### src/rtl/dhvajanka_pkg.sv
// -----------------------------------------------------------------------------
// dhvajanka_pkg
// Shared definitions for the dhvajanka_prep divisor pre-analysis block:
//   - state_e        : FSM state encoding (also exported on the debug port)
//   - POW10_LO/HI    : the two candidate bases (10 and 100)
//   - DIVISOR_MAX    : largest divisor the compute stage accepts
//   - TIMEOUT_W      : width of the optional WAIT watchdog counter
//   - ARITH_W        : working width for the distance / classify arithmetic
//   - abs_dist()     : unsigned absolute difference helper
// -----------------------------------------------------------------------------
package dhvajanka_pkg;

    typedef enum logic [2:0] {
        ST_IDLE     = 3'd0,
        ST_SEARCH0  = 3'd1,
        ST_SEARCH1  = 3'd2,
        ST_CLASSIFY = 3'd3,
        ST_LAUNCH   = 3'd4,
        ST_WAIT     = 3'd5
    } state_e;

    localparam int unsigned POW10_LO    = 10;
    localparam int unsigned POW10_HI    = 100;
    localparam int unsigned DIVISOR_MAX = 255;
    localparam int unsigned TIMEOUT_W   = 6;

    // 12 bits holds 10 * 245 (largest distance times ten) without overflow.
    localparam int unsigned ARITH_W     = 12;

    function automatic logic [ARITH_W-1:0] abs_dist(
        input logic [ARITH_W-1:0] a,
        input logic [ARITH_W-1:0] b
    );
        return (a >= b) ? (a - b) : (b - a);
    endfunction

endpackage

### src/rtl/dhvajanka_prep.sv
// -----------------------------------------------------------------------------
// dhvajanka_prep
// Divisor pre-analysis stage in front of an iterative divider. On an accepted
// start it latches the operands, picks whichever power of ten (10 or 100) is
// closest to the divisor (ties go to 100), derives an iteration budget from
// how far the divisor is from that base, then launches the compute stage and
// waits for it to finish.
//
// Ports:
//   clk             in   clock, rising edge
//   rst             in   asynchronous active-high reset
//   start           in   request, only looked at in IDLE
//   dividend[15:0]  in   dividend forwarded to the compute stage
//   divisor[15:0]   in   unsigned divisor, valid range 1..255
//   comp_done       in   completion pulse from the compute stage
//   comp_start      out  one-cycle launch pulse
//   dividend_out    out  latched dividend
//   divisor_out     out  latched divisor
//   power10_value   out  chosen base (10 or 100)
//   difference      out  signed base minus divisor (9 bits)
//   max_iterations  out  iteration budget (1, 3, 5 or 7)
//   busy            out  high whenever the FSM is not in IDLE
//   err             out  sticky error (bad divisor, or watchdog expiry)
//   fsm_state       out  current FSM state, for debug/checkers
//
// Handshake with the compute stage: comp_start is a single-cycle pulse issued
// from LAUNCH; the operands and analysis outputs are stable from that cycle
// until the FSM is back in IDLE (and beyond, until the next accepted start).
// comp_done is a pulse that is only honoured while in WAIT; anywhere else it
// is dropped. start is only honoured in IDLE and is never queued.
//
// Build option: define DHVAJANKA_PREP_TIMEOUT_EN to add a 6-bit watchdog in
// WAIT that raises err and returns to IDLE after 63 cycles without comp_done.
// -----------------------------------------------------------------------------
module dhvajanka_prep
    import dhvajanka_pkg::*;
(
    input  logic              clk,
    input  logic              rst,
    input  logic              start,
    input  logic [15:0]       dividend,
    input  logic [15:0]       divisor,
    input  logic              comp_done,
    output logic              comp_start,
    output logic [15:0]       dividend_out,
    output logic [15:0]       divisor_out,
    output logic [7:0]        power10_value,
    output logic signed [8:0] difference,
    output logic [2:0]        max_iterations,
    output logic              busy,
    output logic              err,
    output state_e            fsm_state
);

    localparam logic [7:0]         BASE_LO  = 8'(POW10_LO);
    localparam logic [7:0]         BASE_HI  = 8'(POW10_HI);
    localparam logic [ARITH_W-1:0] TEN      = ARITH_W'(10);

    state_e state;
    state_e state_nxt;

    // Running best candidate between SEARCH0 and CLASSIFY.
    logic [7:0]         best_base;
    logic [ARITH_W-1:0] best_dist;

    logic               in_range;
    logic [ARITH_W-1:0] div_w;
    logic [ARITH_W-1:0] dist_lo;
    logic [ARITH_W-1:0] dist_hi;
    logic [9:0]         diff10;
    logic [ARITH_W-1:0] dist_x10;
    logic [ARITH_W-1:0] dist_x2;
    logic [ARITH_W-1:0] base_w;
    logic [2:0]         iter_class;
    logic               timeout_hit;

    // ------------------------------------------------------------------
    // Combinational analysis
    // ------------------------------------------------------------------
    assign in_range = (divisor != 16'd0) && (divisor <= 16'(DIVISOR_MAX));

    // The latched divisor is known to be <= 255 whenever the search states
    // run, so the low ARITH_W bits carry its full value.
    assign div_w   = divisor_out[ARITH_W-1:0];
    assign dist_lo = abs_dist(ARITH_W'(POW10_LO), div_w);
    assign dist_hi = abs_dist(ARITH_W'(POW10_HI), div_w);

    // Signed 10-bit base - divisor; the low 9 bits cover -155..+99.
    assign diff10  = {2'b00, best_base} - divisor_out[9:0];

    assign dist_x10 = best_dist * TEN;
    assign dist_x2  = best_dist << 1;
    assign base_w   = ARITH_W'(best_base);

    // First matching rule wins: exact hit, within 10 %, within half, else far.
    always_comb begin
        iter_class = 3'd7;
        if (best_dist == '0) begin
            iter_class = 3'd1;
        end else if (dist_x10 <= base_w) begin
            iter_class = 3'd3;
        end else if (dist_x2 < base_w) begin
            iter_class = 3'd5;
        end
    end

    // ------------------------------------------------------------------
    // Optional WAIT watchdog
    // ------------------------------------------------------------------
`ifdef DHVAJANKA_PREP_TIMEOUT_EN
    logic [TIMEOUT_W-1:0] wait_cnt;

    // Loaded with 1 on the way into WAIT so that the counter equals the
    // number of the WAIT cycle in progress; all-ones marks the 63rd.
    always_ff @(posedge clk or posedge rst) begin
        if (rst) begin
            wait_cnt <= '0;
        end else if (state == ST_LAUNCH) begin
            wait_cnt <= TIMEOUT_W'(1);
        end else if (state == ST_WAIT) begin
            wait_cnt <= wait_cnt + TIMEOUT_W'(1);
        end else begin
            wait_cnt <= '0;
        end
    end

    // comp_done in the expiry cycle takes priority over the timeout.
    assign timeout_hit = (state == ST_WAIT) && !comp_done && (&wait_cnt);
`else
    assign timeout_hit = 1'b0;
`endif

    // ------------------------------------------------------------------
    // FSM
    // ------------------------------------------------------------------
    always_ff @(posedge clk or posedge rst) begin
        if (rst) begin
            state <= ST_IDLE;
        end else begin
            state <= state_nxt;
        end
    end

    always_comb begin
        state_nxt = state;
        case (state)
            ST_IDLE: begin
                if (start && in_range) begin
                    state_nxt = ST_SEARCH0;
                end
            end
            ST_SEARCH0:  state_nxt = ST_SEARCH1;
            ST_SEARCH1:  state_nxt = ST_CLASSIFY;
            ST_CLASSIFY: state_nxt = ST_LAUNCH;
            ST_LAUNCH:   state_nxt = ST_WAIT;
            ST_WAIT: begin
                if (comp_done || timeout_hit) begin
                    state_nxt = ST_IDLE;
                end
            end
            default:     state_nxt = ST_IDLE;
        endcase
    end

    assign comp_start = (state == ST_LAUNCH);
    assign busy       = (state != ST_IDLE);
    assign fsm_state  = state;

    // ------------------------------------------------------------------
    // Datapath registers
    // ------------------------------------------------------------------
    always_ff @(posedge clk or posedge rst) begin
        if (rst) begin
            dividend_out   <= '0;
            divisor_out    <= '0;
            power10_value  <= '0;
            difference     <= '0;
            max_iterations <= '0;
            err            <= 1'b0;
            best_base      <= '0;
            best_dist      <= '0;
        end else begin
            case (state)
                ST_IDLE: begin
                    if (start) begin
                        dividend_out <= dividend;
                        divisor_out  <= divisor;
                        err          <= !in_range;
                    end
                end
                ST_SEARCH0: begin
                    best_base <= BASE_LO;
                    best_dist <= dist_lo;
                end
                ST_SEARCH1: begin
                    // <= so that an equal distance hands the tie to 100.
                    if (dist_hi <= best_dist) begin
                        best_base <= BASE_HI;
                        best_dist <= dist_hi;
                    end
                end
                ST_CLASSIFY: begin
                    power10_value  <= best_base;
                    difference     <= diff10[8:0];
                    max_iterations <= iter_class;
                end
                ST_WAIT: begin
                    if (timeout_hit) begin
                        err <= 1'b1;
                    end
                end
                default: ;
            endcase
        end
    end

endmodule
### config.mk
export PLATFORM = sky130hd
export DESIGN_NAME = dhvajanka_prep
export DESIGN_NICKNAME = d
export VERILOG_FILES = /design/src/rtl/dhvajanka_pkg.sv /design/src/rtl/dhvajanka_prep.sv
export SDC_FILE = /design/constraint.sdc
export NUM_CORES = 1
export LEC_CHECK = 0
export BUFFER_PORTS_ARGS = -buffer_cell sky130_fd_sc_hd__buf_2
export CORE_MARGIN = 2
export CORE_UTILIZATION = 35
export CTS_CLUSTER_DIAMETER = 100
export DETAILED_ROUTE_END_ITERATION = 10
export GPL_TIMING_DRIVEN = 0
export PLACE_DENSITY = 0.61
export SYNTH_ARGS = -nofsm -noshare
export SYNTH_HDL_FRONTEND = slang
export SYNTH_SLANG_ARGS = --single-unit
### constraint.sdc
create_clock -name clk -period 4.2 [get_ports clk]
set_clock_uncertainty 0.15 [all_clocks]
set_input_delay 0.84 -clock clk [delete_from_list [all_inputs] [get_ports clk]]
set_output_delay 0.84 -clock clk [all_outputs]
set_load 0.03 [all_outputs]
### After elaboration in Yosys (flattened, before gate mapping)

Index checks and enable logic that the tools add are counted.

| word-level totals | value |
|---|---|
| output and inout port bits | 58 |
| bits of input ports | 36 |
| bits in registers | 76 |

| cells by class | value |
|---|---|
| mux-type cells | 12 |
| $add $sub $neg | 5 |
| magnitude comparators | 6 |
| multiply operators | 1 |
| equal/unequal tests | 8 |
| reduce and logical (&&, ||, !) cells | 11 |

Operators by type and width:

| operator | count |
|---|---|
| 12-bit two-way mux | 3 |
| 12-bit case mux with 2 select lines | 1 |
| 3-bit case mux with 6 select lines | 1 |
| 16-bit by 8-bit <= comparator with 1-bit output, second input constant | 1 |
| 8-bit case mux with 2 select lines | 1 |
| 16-bit nonzero test | 1 |
| 4-bit by 12-bit greater-or-equal comparator with 1-bit output, first input constant | 1 |
| 7-bit by 12-bit greater-or-equal comparator with 1-bit output, first input constant | 1 |
| 12-bit <= comparator | 1 |
| 12-bit by 8-bit <= comparator with 1-bit output | 1 |
| 12-bit zero test | 1 |
| 12-bit by 8-bit less-than comparator with 1-bit output | 1 |
| 12-bit by 3-bit multiplier with 11-bit output, second input constant | 1 |
| 3-bit two-way mux | 4 |
| 12-bit by 4-bit subtractor with 12-bit output, second input constant | 1 |
| 12-bit by 7-bit subtractor with 12-bit output, second input constant | 1 |
| 4-bit by 12-bit subtractor with 12-bit output, first input constant | 1 |
| 7-bit by 12-bit subtractor with 12-bit output, first input constant | 1 |
| 8-bit by 9-bit subtractor with 9-bit output | 1 |
| 8-bit two-way mux | 1 |
| 3-bit by 2-bit equality test with 1-bit output, second input constant | 2 |
| 3-bit equality test, second input constant | 2 |
| 2-bit inequality test, second input constant | 3 |
| 2-bit AND reduction | 3 |
| 7 further kinds | 8 |

### Longest topological paths before layout

Gate-level depths: netlist (run 1).

| logic depth | value |
|---|---|
| depth after elaboration | 5 |
| gate-level depth with buffers | 19 |
| mapped depth without buffers | 16 |

### Worst setup path before layout (run 1)

OpenSTA, ideal clock, no wires.

| timing | value |
|---|---|
| path type | register -> register |
| from | reg divisor_out[2] |
| to | reg best_dist[1] |
| data arrival time | 3.891 ns |
| slack | 0.018 ns |
| required time | 3.908 ns |
| clock period less this slack | 4.182 ns |
| path buffers | 2 |
| cell stages (with the launch flop) | 17 |
| path through | dfrtp_1 inv_1 ha_1 a21oi_1 nor2_1 o21ai_2 nand2_1 o31ai_1 xor2_1 ha_1 a211oi_1 nor2_1 o41ai_1 o21a_1 buf_2 clkbuf_1 a31oi_1 |

| between the ends | value |
|---|---|
| word-level cells in the longest chain between the ends | 5 |

RTL lines:

| element | RTL line | RTL |
|---|---|---|
| start: declaration | dhvajanka_prep.sv:46 | `output logic [15:0] divisor_out,` |
| start signal: assignment | dhvajanka_prep.sv:187 | `divisor_out <= divisor;` |
| 12-bit by 7-bit subtractor with 12-bit output (tied with other cells) | dhvajanka_pkg.sv:34 | `return (a >= b) ? (a - b) : (b - a);` |
| 12-bit two-way mux | dhvajanka_pkg.sv:34 |  |
| 12-bit <= comparator | dhvajanka_prep.sv:197 | `if (dist_hi <= best_dist) begin` |
| 2-bit inequality test (no line) | -- |  |
| 2-bit AND reduction (no line) | -- |  |
| end signal: assignment | dhvajanka_prep.sv:193 | `best_dist <= dist_lo;` |
| end signal: assignment | dhvajanka_prep.sv:199 | `best_dist <= dist_hi;` |
| end: declaration | dhvajanka_prep.sv:64 | `logic [ARITH_W-1:0] best_dist;` |

Several ways; a longest one is shown, not always the timed one. The select of a mux whose other input is x is not followed.
A chain may end at the register's enable or synchronous reset.

### Final worst setup path (run 1)

| timing | value |
|---|---|
| from | reg divisor_out[1] |
| to | reg best_dist[7] |

The elaborated chain is that of the path after synthesis.

==> flow_summary.json, run 1 <==
{
  "status": "complete, no violations",
  "grt_start_max_net_pins": 43,
  "synth.area.top_cells": "dfrtp_1, ha_1, mux2_2",
  "hold_path_class": "reg -> reg",
  "slew_viol_final": 0,
  "final_common_cell": "buf_2",
  "fp.dieH_um": 119,
  "synth_warnings": 0,
  "finalCritPeriodShare_pct": 95.0,
  "final_nets": 683,
  "fin_hold_ws_ns": 0.306,
  "cts-root-buf": "clkbuf_16",
  "worstSetupPathType": "reg -> reg",
  "dpl.cell_count": 749,
  "drive_gt1_share_pct": 29.8,
  "syn_area_mm2": 0.00460,
  "drv_cap": 0,
  "core-area_mm2": 0.0127,
  "clk_pin_slew_ns": 0.05,
  "synth-edff-count": 0,
  "cp_data_arrival_time_ns": 4.05,
  "async_flop_share_pct": 100,
  "ys_ff_latch": 64,
  "synth.top_cell.area_share_pct": 34.8,
  "start_kind": "flop",
  "instances_no_fill": 770,
  "worstSkewPairLatency_ns": 0.33,
  "nFillCells": 1277,
  "worst_slew_pin_slew_ns": 0.733,
  "critPathCaptureType": "flop",
  "hold_viol": 0,
  "io_buffers": 90,
  "antenna_found_initial": 0,
  "relSlewSlack_pct": 51.0,
  "hpwl_um": 9290,
  "finalCriticalPeriod_ns": 3.99,
  "syn2layout_area_growth_pct": 25.4,
  "htree_levels": 3,
  "grt_remaining_overflow": 0,
  "antenna_left": 0,
  "place.gp.congestion": 0.821,
  "vias": 3881,
  "avgSynthCellArea_um2": 9.50,
  "drtPass1Iterations": 4,
  "start_util_pct": 36.1,
  "grt_pass1_wl_um": 19300,
  "die-area_mm2": 0.0141,
  "ys_seq_area_share_pct": 34.8,
  "synth_ff_type": "dfrtp_1",
  "ioPinCount": 94,
  "cts_buffers": 9,
  "ys_types": 63,
  "routed_wl_um": 11800,
  "dp_slack_ns": -0.949,
  "clock.fmax_mhz": 251,
  "die_x_um": 119,
  "grt_pass1_vias": 3925,
  "clockBufferDepth": 2,
  "cts_sinks": 64,
  "viasPerCell": 5.04,
  "final_cell_mix": "buf_2, dfrtp_1, ha_1",
  "syn_inst": 484,
  "antenna_cells": 0,
  "layout_setup_ws_ns": 0.212,
  "path_max_fanout": 10,
  "drc": 0,
  "synth_top_area_cell": "dfrtp_1",
  "grt_use_total_pct": 17.1,
  "drt_iter0_drc": 166,
  "critPathRequiredTime_ns": 4.26,
  "tritoncts": "yes",
  "setup_violations": 0,
  "avgRoutedWirePerCell_um": 15.3,
  "rsz0062_at_grt": "no",
  "std_cell_rows": 41
}
==> state kept, by name, indices dropped and copies added (netlist names) <==
signal and cells:
best_dist 12, difference 9, err 1, dividend_out 16, power10_value 2, max_iterations 3
best_base 2, divisor_out 16, fsm_state 3
==> routing by layer <==
metal	GRT usage, %	routed length, µm
met1	21.3	5430
met3	3.47	468
met2	29.1	5720
met4	6.03	201
met5	0	0
==> critical path, stage by stage (launching register included) <==
cell and delay [ns]:
dfrtp_2 0.49, inv_2 0.16, ha_2 0.23, a21oi_4 0.08, nor2_4 0.17, or4b_4 0.53, o311ai_4 0.10, nand2_1 0.11
xnor2_1 0.15, ha_1 0.31, o21ai_0 0.10, nor2_2 0.21, o32a_1 0.22, o41ai_4 0.11, o21a_1 0.20, buf_4 0.18
buf_4 0.18, o21ai_1 0.09, o21ai_1 0.08
==> per-stage QoR <==
| stage | instance area [µm²] | util (%) | setup TNS [ns] |
|---|---|---|---|
| finish | 5760 | 45.3 | 0 |
| global placement | 5270 | 41.4 | -9.15 |
| floorplan | 4600 | - | 0 |
| global route | 5760 | 45.3 | 0 |
| detailed placement | 5290 | 41.6 | -9.29 |
| CTS | 5680 | 44.6 | 0 |
==> kinds of logic after synthesis <==
group           Yosys count  synth area share [%]
simple gates            117                  13.0
compound gates          116                  15.9
flops                    64                  34.8
buf+inv                  62                  5.99
fa+ha+maj                54                  15.0
mux                      40                  9.44
xor+xnor                 30                  5.72
other cells               1                0.0816
==> cell type report <==
class | count | area [µm²] | area share (%)
repair buffers | 97 | 528 | 9.16
flip-flops and latches | 64 | 1610 | 27.9
well taps | 172 | 215 | 3.73
clock inverters | 5 | 80.1 | 1.39
clock buffers | 11 | 243 | 4.21
multi-input cells | 360 | 2800 | 48.6
plain buffers | 28 | 156 | 2.71
inverters | 33 | 131 | 2.28
==> timing repair <==
action | in CTS | in global routing
setup buffers | 1 | 5
resized for setup | 14 | 16
setup endpoints to repair | 14 | 12
pin swaps | 1 | 5
hold buffers | 0 | 0
==> synth_stat cells (5+ instances only) <==
| master | n |
|---|---|
| nand2b_1 | 6 |
| a21oi_1 | 27 |
| nor2b_1 | 7 |
| mux2i_1 | 13 |
| o21ai_1 | 9 |
| nor3_1 | 8 |
| ha_1 | 52 |
| o21ai_0 | 30 |
| nand4_1 | 6 |
| nor2_1 | 23 |
| a21o_1 | 6 |
| mux2_2 | 27 |
| dfrtp_1 | 64 |
| xor2_1 | 8 |
| buf_4 | 8 |
| xnor2_1 | 22 |
| nand2_1 | 43 |
| nor4_1 | 5 |
| inv_1 | 33 |
| clkbuf_1 | 13 |
==> final timing paths <==
path                                                    start                             to  slack (ns)  depth (start not counted)
min in group asynchronous                                 rst    dividend_out[7]$_DFFE_PP0P_        0.38                          2
worst min register to register  max_iterations[0]$_DFFE_PP0N_  max_iterations[0]$_DFFE_PP0N_        0.31                          1
max in group asynchronous                                 rst     divisor_out[1]$_DFFE_PP0P_        2.91                          3
worst min-delay path            max_iterations[0]$_DFFE_PP0N_  max_iterations[0]$_DFFE_PP0N_        0.31                          1
worst max register to register     divisor_out[1]$_DFFE_PP0P_       best_dist[7]$_DFFE_PP0P_        0.21                         18
worst max-delay path               divisor_out[1]$_DFFE_PP0P_       best_dist[7]$_DFFE_PP0P_        0.21                         18
Power of run 1 is left out: the tool's default activity adds up to more than one toggle a clock period on the data nets, which glitch-free logic cannot reach.
==> run 2: changes to the inputs <==
- CORE_MARGIN: 2 -> 5
- HOLD_SLACK_MARGIN: unset -> 0.03
- SKIP_CTS_REPAIR_TIMING: unset -> 1
==> run 2 against run 1 <==
  * Global-route usage decreased by 1.6 points
  * Core utilization increased by 0.23 points
  * Worst hold slack improved by 0.0058 ns
  * Worst setup slack got worse by 0.083 ns
  * Clock-buffer cell count increased by 2
  * Sequential share of layout area decreased by 0.27 points
  * Sequential cell count unchanged
  * Critical path depth decreased by 3
  * Non-clock buffer count increased by 14
  * Critical endpoint is now best_dist[3]$_DFFE_PP0P_
==> flow_summary.json, run 2 (synthesis results as in run 1) <==
{
  "status": "complete, no violations",
  "nFillCells": 1235,
  "grt_pass1_vias": 4150,
  "syn2layout_area_growth_pct": 26.5,
  "cp_data_arrival_time_ns": 4.13,
  "grt_use_met3_pct": 4.07,
  "crit_chain": "buf_4, clkinvlp_4, ha_1, a21oi_4, nor2_4, o21ai_4, mux2_2, ha_1, nor2b_1, o211ai_1, a21oi_1, o41ai_4, o21a_1, buf_6, mux2_2",
  "dpl.cell_count": 749,
  "core-area_mm2": 0.0128,
  "routed_wl_um": 12200,
  "tritoncts": "yes",
  "fin_hold_ws_ns": 0.312,
  "drv_cap": 0,
  "final_cell_mix": "buf_2, dfrtp_1, ha_1",
  "drc": 0,
  "slew_viol_final": 0,
  "grt_use_met2_pct": 24.6,
  "place.gp.congestion": 0.835,
  "fp.dieH_um": 125,
  "crit_family": "compound AO/OA/AOI/OAI gates",
  "final_util_pct": 45.5,
  "critPathRequiredTime_ns": 4.26,
  "cp_slowest_cell": "o41ai_4",
  "worstSkewPairLatency_ns": 0.33,
  "die_x_um": 125,
  "clock.fmax_mhz": 246,
  "grt_pass1_wl_um": 19900,
  "cts_buffers": 9,
  "hold_path_class": "reg -> reg",
  "use_met1_pct": 19.2,
  "start_kind": "flop",
  "hpwl_um": 9480,
  "final_nets": 697,
  "grt_start_max_net_pins": 39,
  "relSlewSlack_pct": 55.1,
  "cts-root-buf": "clkbuf_16",
  "instances_no_fill": 784,
  "drt_iter0_drc": 212,
  "grt_use_total_pct": 15.5,
  "reg.largest.list": "dividend_out x16, divisor_out x16, best_dist x12",
  "die-area_mm2": 0.0155,
  "worstPathBufferInverterCount": 3,
  "path_max_fanout": 10,
  "vias": 4037,
  "finalCriticalPeriod_ns": 4.07,
  "worst_slew_pin_slew_ns": 0.672,
  "ioPinCount": 94,
  "clk_pin_slew_ns": 0.06,
  "setup-tns-final_ns": 0,
  "final_common_cell": "buf_2",
  "drive_gt1_share_pct": 30.7,
  "antenna_cells": 0,
  "grt-busiest-layer": "met2",
  "cts_sinks": 64,
  "drtPass1Iterations": 4,
  "grt_remaining_overflow": 0,
  "hold_viol": 0,
  "slowest_delay_ns": 0.41,
  "start_util_pct": 36.0,
  "antenna_found_initial": 0,
  "avgRoutedWirePerCell_um": 15.5,
  "finalCritPeriodShare_pct": 96.9,
  "setup_violations": 0,
  "io_buffers": 90,
  "antenna_left": 0,
  "critPathCaptureType": "flop",
  "clockBufferDepth": 2,
  "worstSetupPathType": "reg -> reg",
  "htree_levels": 3,
  "std_cell_rows": 41,
  "viasPerCell": 5.15
}
-- run 2: cell types whose count changed in the layout (fill, tap and decap cells not counted), sizes merged --
| cell | previous run | this run |
|---|---|---|
| buf | 114 | 127 |
| bufinv | 2 | 0 |
| clkbuf | 22 | 25 |
| clkinv | 1 | 2 |
| clkinvlp | 2 | 4 |
| inv | 33 | 30 |
-- run 2: worst paths after layout --
kind | from | to | slack (ns) | depth (start not counted)
worst max-delay path | divisor_out[3]$_DFFE_PP0P_ | best_dist[3]$_DFFE_PP0P_ | 0.13 | 15
worst min-delay path | max_iterations[0]$_DFFE_PP0N_ | max_iterations[0]$_DFFE_PP0N_ | 0.31 | 1
worst max register to register | divisor_out[3]$_DFFE_PP0P_ | best_dist[3]$_DFFE_PP0P_ | 0.13 | 15
worst min register to register | max_iterations[0]$_DFFE_PP0N_ | max_iterations[0]$_DFFE_PP0N_ | 0.31 | 1
max in group asynchronous | rst | divisor_out[2]$_DFFE_PP0P_ | 2.85 | 3
min in group asynchronous | rst | difference[5]$_DFFE_PP0N_ | 0.42 | 2
-- run 2: through the flow --
stage / setup WS, ns / area, µm²
6_report: 0.129 / 5820
5_1_grt: -0.0291 / 5820
4_1_cts: -0.982 / 5590
3_3_place_gp: -0.888 / 5270
2_1_floorplan: 0.0175 / 4600
3_5_place_dp: -0.944 / 5290
-- run 2: final cells by class --
cell class,count,area (µm²),area share [%]
inverter,33,135,2.32
clock buffer,13,270,4.65
timing repair buffer,110,613,10.5
multi-input combinational,360,2780,47.9
sequential,64,1610,27.6
buffer,29,168,2.88
clock inverter,3,25.0,0.430
tap,172,215,3.70
-- run 2: layer usage --
layer,wire length (µm),share of wire (%)
met5,0,0
met4,387,3.2
met3,848,7.0
met2,5480,45
met1,5450,45
Power of run 2 is left out for the same reason.
==> run 3: changes to the inputs <==
- REMOVE_ABC_BUFFERS: unset -> 1
==> run 3 against run 2 <==
  * Worst hold slack gained 0.0054 ns
  * Sequential cell count is the same
  * Final cell count shrank 4.5%
  * Critical path depth grew 2
  * Global-route usage shrank 0.75 points
  * First-iteration DRC count shrank 2.4%
  * Register-to-register slack gained 0.07 ns
  * Design area shrank 2.9%
  * Clock-buffer cell count shrank 3
  * Critical path type unchanged
  * Largest cell class unchanged
  * Highest routed layer unchanged
==> flow_summary.json, run 3 (synthesis results as in run 1) <==
{
  "ioPinCount": 94,
  "hold_viol": 0,
  "dp_slack_ns": -0.963,
  "worst_slew_pin_slew_ns": 0.894,
  "drv_cap": 0,
  "finalCritPeriodShare_pct": 95.1,
  "finalCriticalPeriod_ns": 4.00,
  "io_buffers": 90,
  "antenna_cells": 0,
  "grt_remaining_overflow": 0,
  "slew_viol_final": 0,
  "critPathRequiredTime_ns": 4.27,
  "grt_pass1_wl_um": 18900,
  "crit_start": "divisor_out[0]$_DFFE_PP0P_",
  "final_cell_mix": "buf_2, dfrtp_1, ha_1",
  "std_cell_rows": 41,
  "clk_pin_slew_ns": 0.06,
  "drt_iter0_drc": 207,
  "final_nets": 662,
  "core-area_mm2": 0.0128,
  "hpwl_um": 8630,
  "grt_use_total_pct": 14.7,
  "drtPass1Iterations": 4,
  "path_max_fanout": 8,
  "start_util_pct": 36.0,
  "syn2layout_area_growth_pct": 22.9,
  "htree_levels": 3,
  "cts_buffers": 9,
  "status": "complete, no violations",
  "critPathCaptureType": "flop",
  "clock.fmax_mhz": 250,
  "avgRoutedWirePerCell_um": 15.3,
  "worstHoldStart": "max_iterations[0]$_DFFE_PP0N_",
  "grt_pass1_vias": 3906,
  "grt_start_max_net_pins": 65,
  "relSlewSlack_pct": 40.2,
  "clockBufferDepth": 2,
  "die_x_um": 125,
  "setup_violations": 0,
  "cts-root-buf": "clkbuf_16",
  "fin_hold_ws_ns": 0.318,
  "routed_wl_um": 11400,
  "drive_gt1_share_pct": 28.9,
  "drc": 0,
  "hold_path_class": "reg -> reg",
  "worstSetupPathType": "reg -> reg",
  "tritoncts": "yes",
  "cts_sinks": 64,
  "vias": 3809,
  "nFillCells": 1265,
  "place.gp.congestion": 0.821,
  "viasPerCell": 5.09,
  "start_kind": "flop",
  "reg2reg_from": "divisor_out[0]$_DFFE_PP0P_",
  "fp.dieH_um": 125,
  "layout_setup_ws_ns": 0.204,
  "reg.largest.list": "dividend_out x16, divisor_out x16, best_dist x12",
  "antenna_found_initial": 0,
  "final_common_cell": "buf_2",
  "die-area_mm2": 0.0155,
  "worstSkewPairLatency_ns": 0.34,
  "cp_data_arrival_time_ns": 4.07,
  "antenna_left": 0
}
## run 3: changes by cell type in the layout (fill, tap and decap cells not counted), sizes merged
cell,change
buf,-23
bufinv,+2
clkbuf,-15
clkinv,-1
clkinvlp,-1
inv,+3
## run 3: cell type report
cell class,count,area (µm²),share of cell area (%)
multi-input cells,360,2780,49.1
well taps,172,215,3.81
flip-flops and latches,64,1610,28.4
repair buffers,104,601,10.6
clock inverters,6,92.6,1.64
inverters,33,130,2.30
clock buffers,10,229,4.05
## run 3: metal layers
| layer | track usage (%) | share of wire, % | wire length [µm] |
|---|---|---|---|
| met4 | 5.22 | 2.0 | 231 |
| met3 | 6.00 | 8.2 | 940 |
| met5 | 0 | 0 | 0 |
| met1 | 16.9 | 42 | 4860 |
| met2 | 24.8 | 47 | 5420 |
## run 3: worst max-delay path: stages, from the launching register on
cell and delay [ns]:
dfrtp_1 0.47, inv_2 0.19, ha_1 0.21, a21oi_2 0.10, nor2_2 0.21, or4b_4 0.51
o311ai_1 0.15, nand2_1 0.13, xnor2_1 0.15, ha_1 0.30, o21ai_0 0.09, nor2_1 0.25
o32a_1 0.26, o41ai_4 0.12, o21a_4 0.27, buf_4 0.14, o211ai_1 0.07, o21ai_1 0.09
## run 3: stage by stage
| stage | TNS [ns] | util (%) | std cells | instance area (µm²) |
|---|---|---|---|---|
| floorplan | -0.145 | - | 457 | 4450 |
| global placement | -8.56 | 40.1 | 719 | 5120 |
| detailed placement | -9.83 | 40.4 | 720 | 5160 |
| CTS | -10.29 | 42.9 | 736 | 5480 |
| global route | -0.0874 | 44.2 | 749 | 5650 |
| finish | 0 | 44.2 | 749 | 5650 |
## run 3: path summary, 6_finish.rpt
kind,to,slack [ns],depth (start not counted)
worst min register to register,max_iterations[0]$_DFFE_PP0N_,0.32,1
worst max-delay path,best_dist[2]$_DFFE_PP0P_,0.20,17
worst max register to register,best_dist[2]$_DFFE_PP0P_,0.20,17
worst min-delay path,max_iterations[0]$_DFFE_PP0N_,0.32,1
min in group asynchronous,dividend_out[7]$_DFFE_PP0P_,0.51,2
max in group asynchronous,divisor_out[2]$_DFFE_PP0P_,2.83,2
Power of run 3 is left out for the same reason.
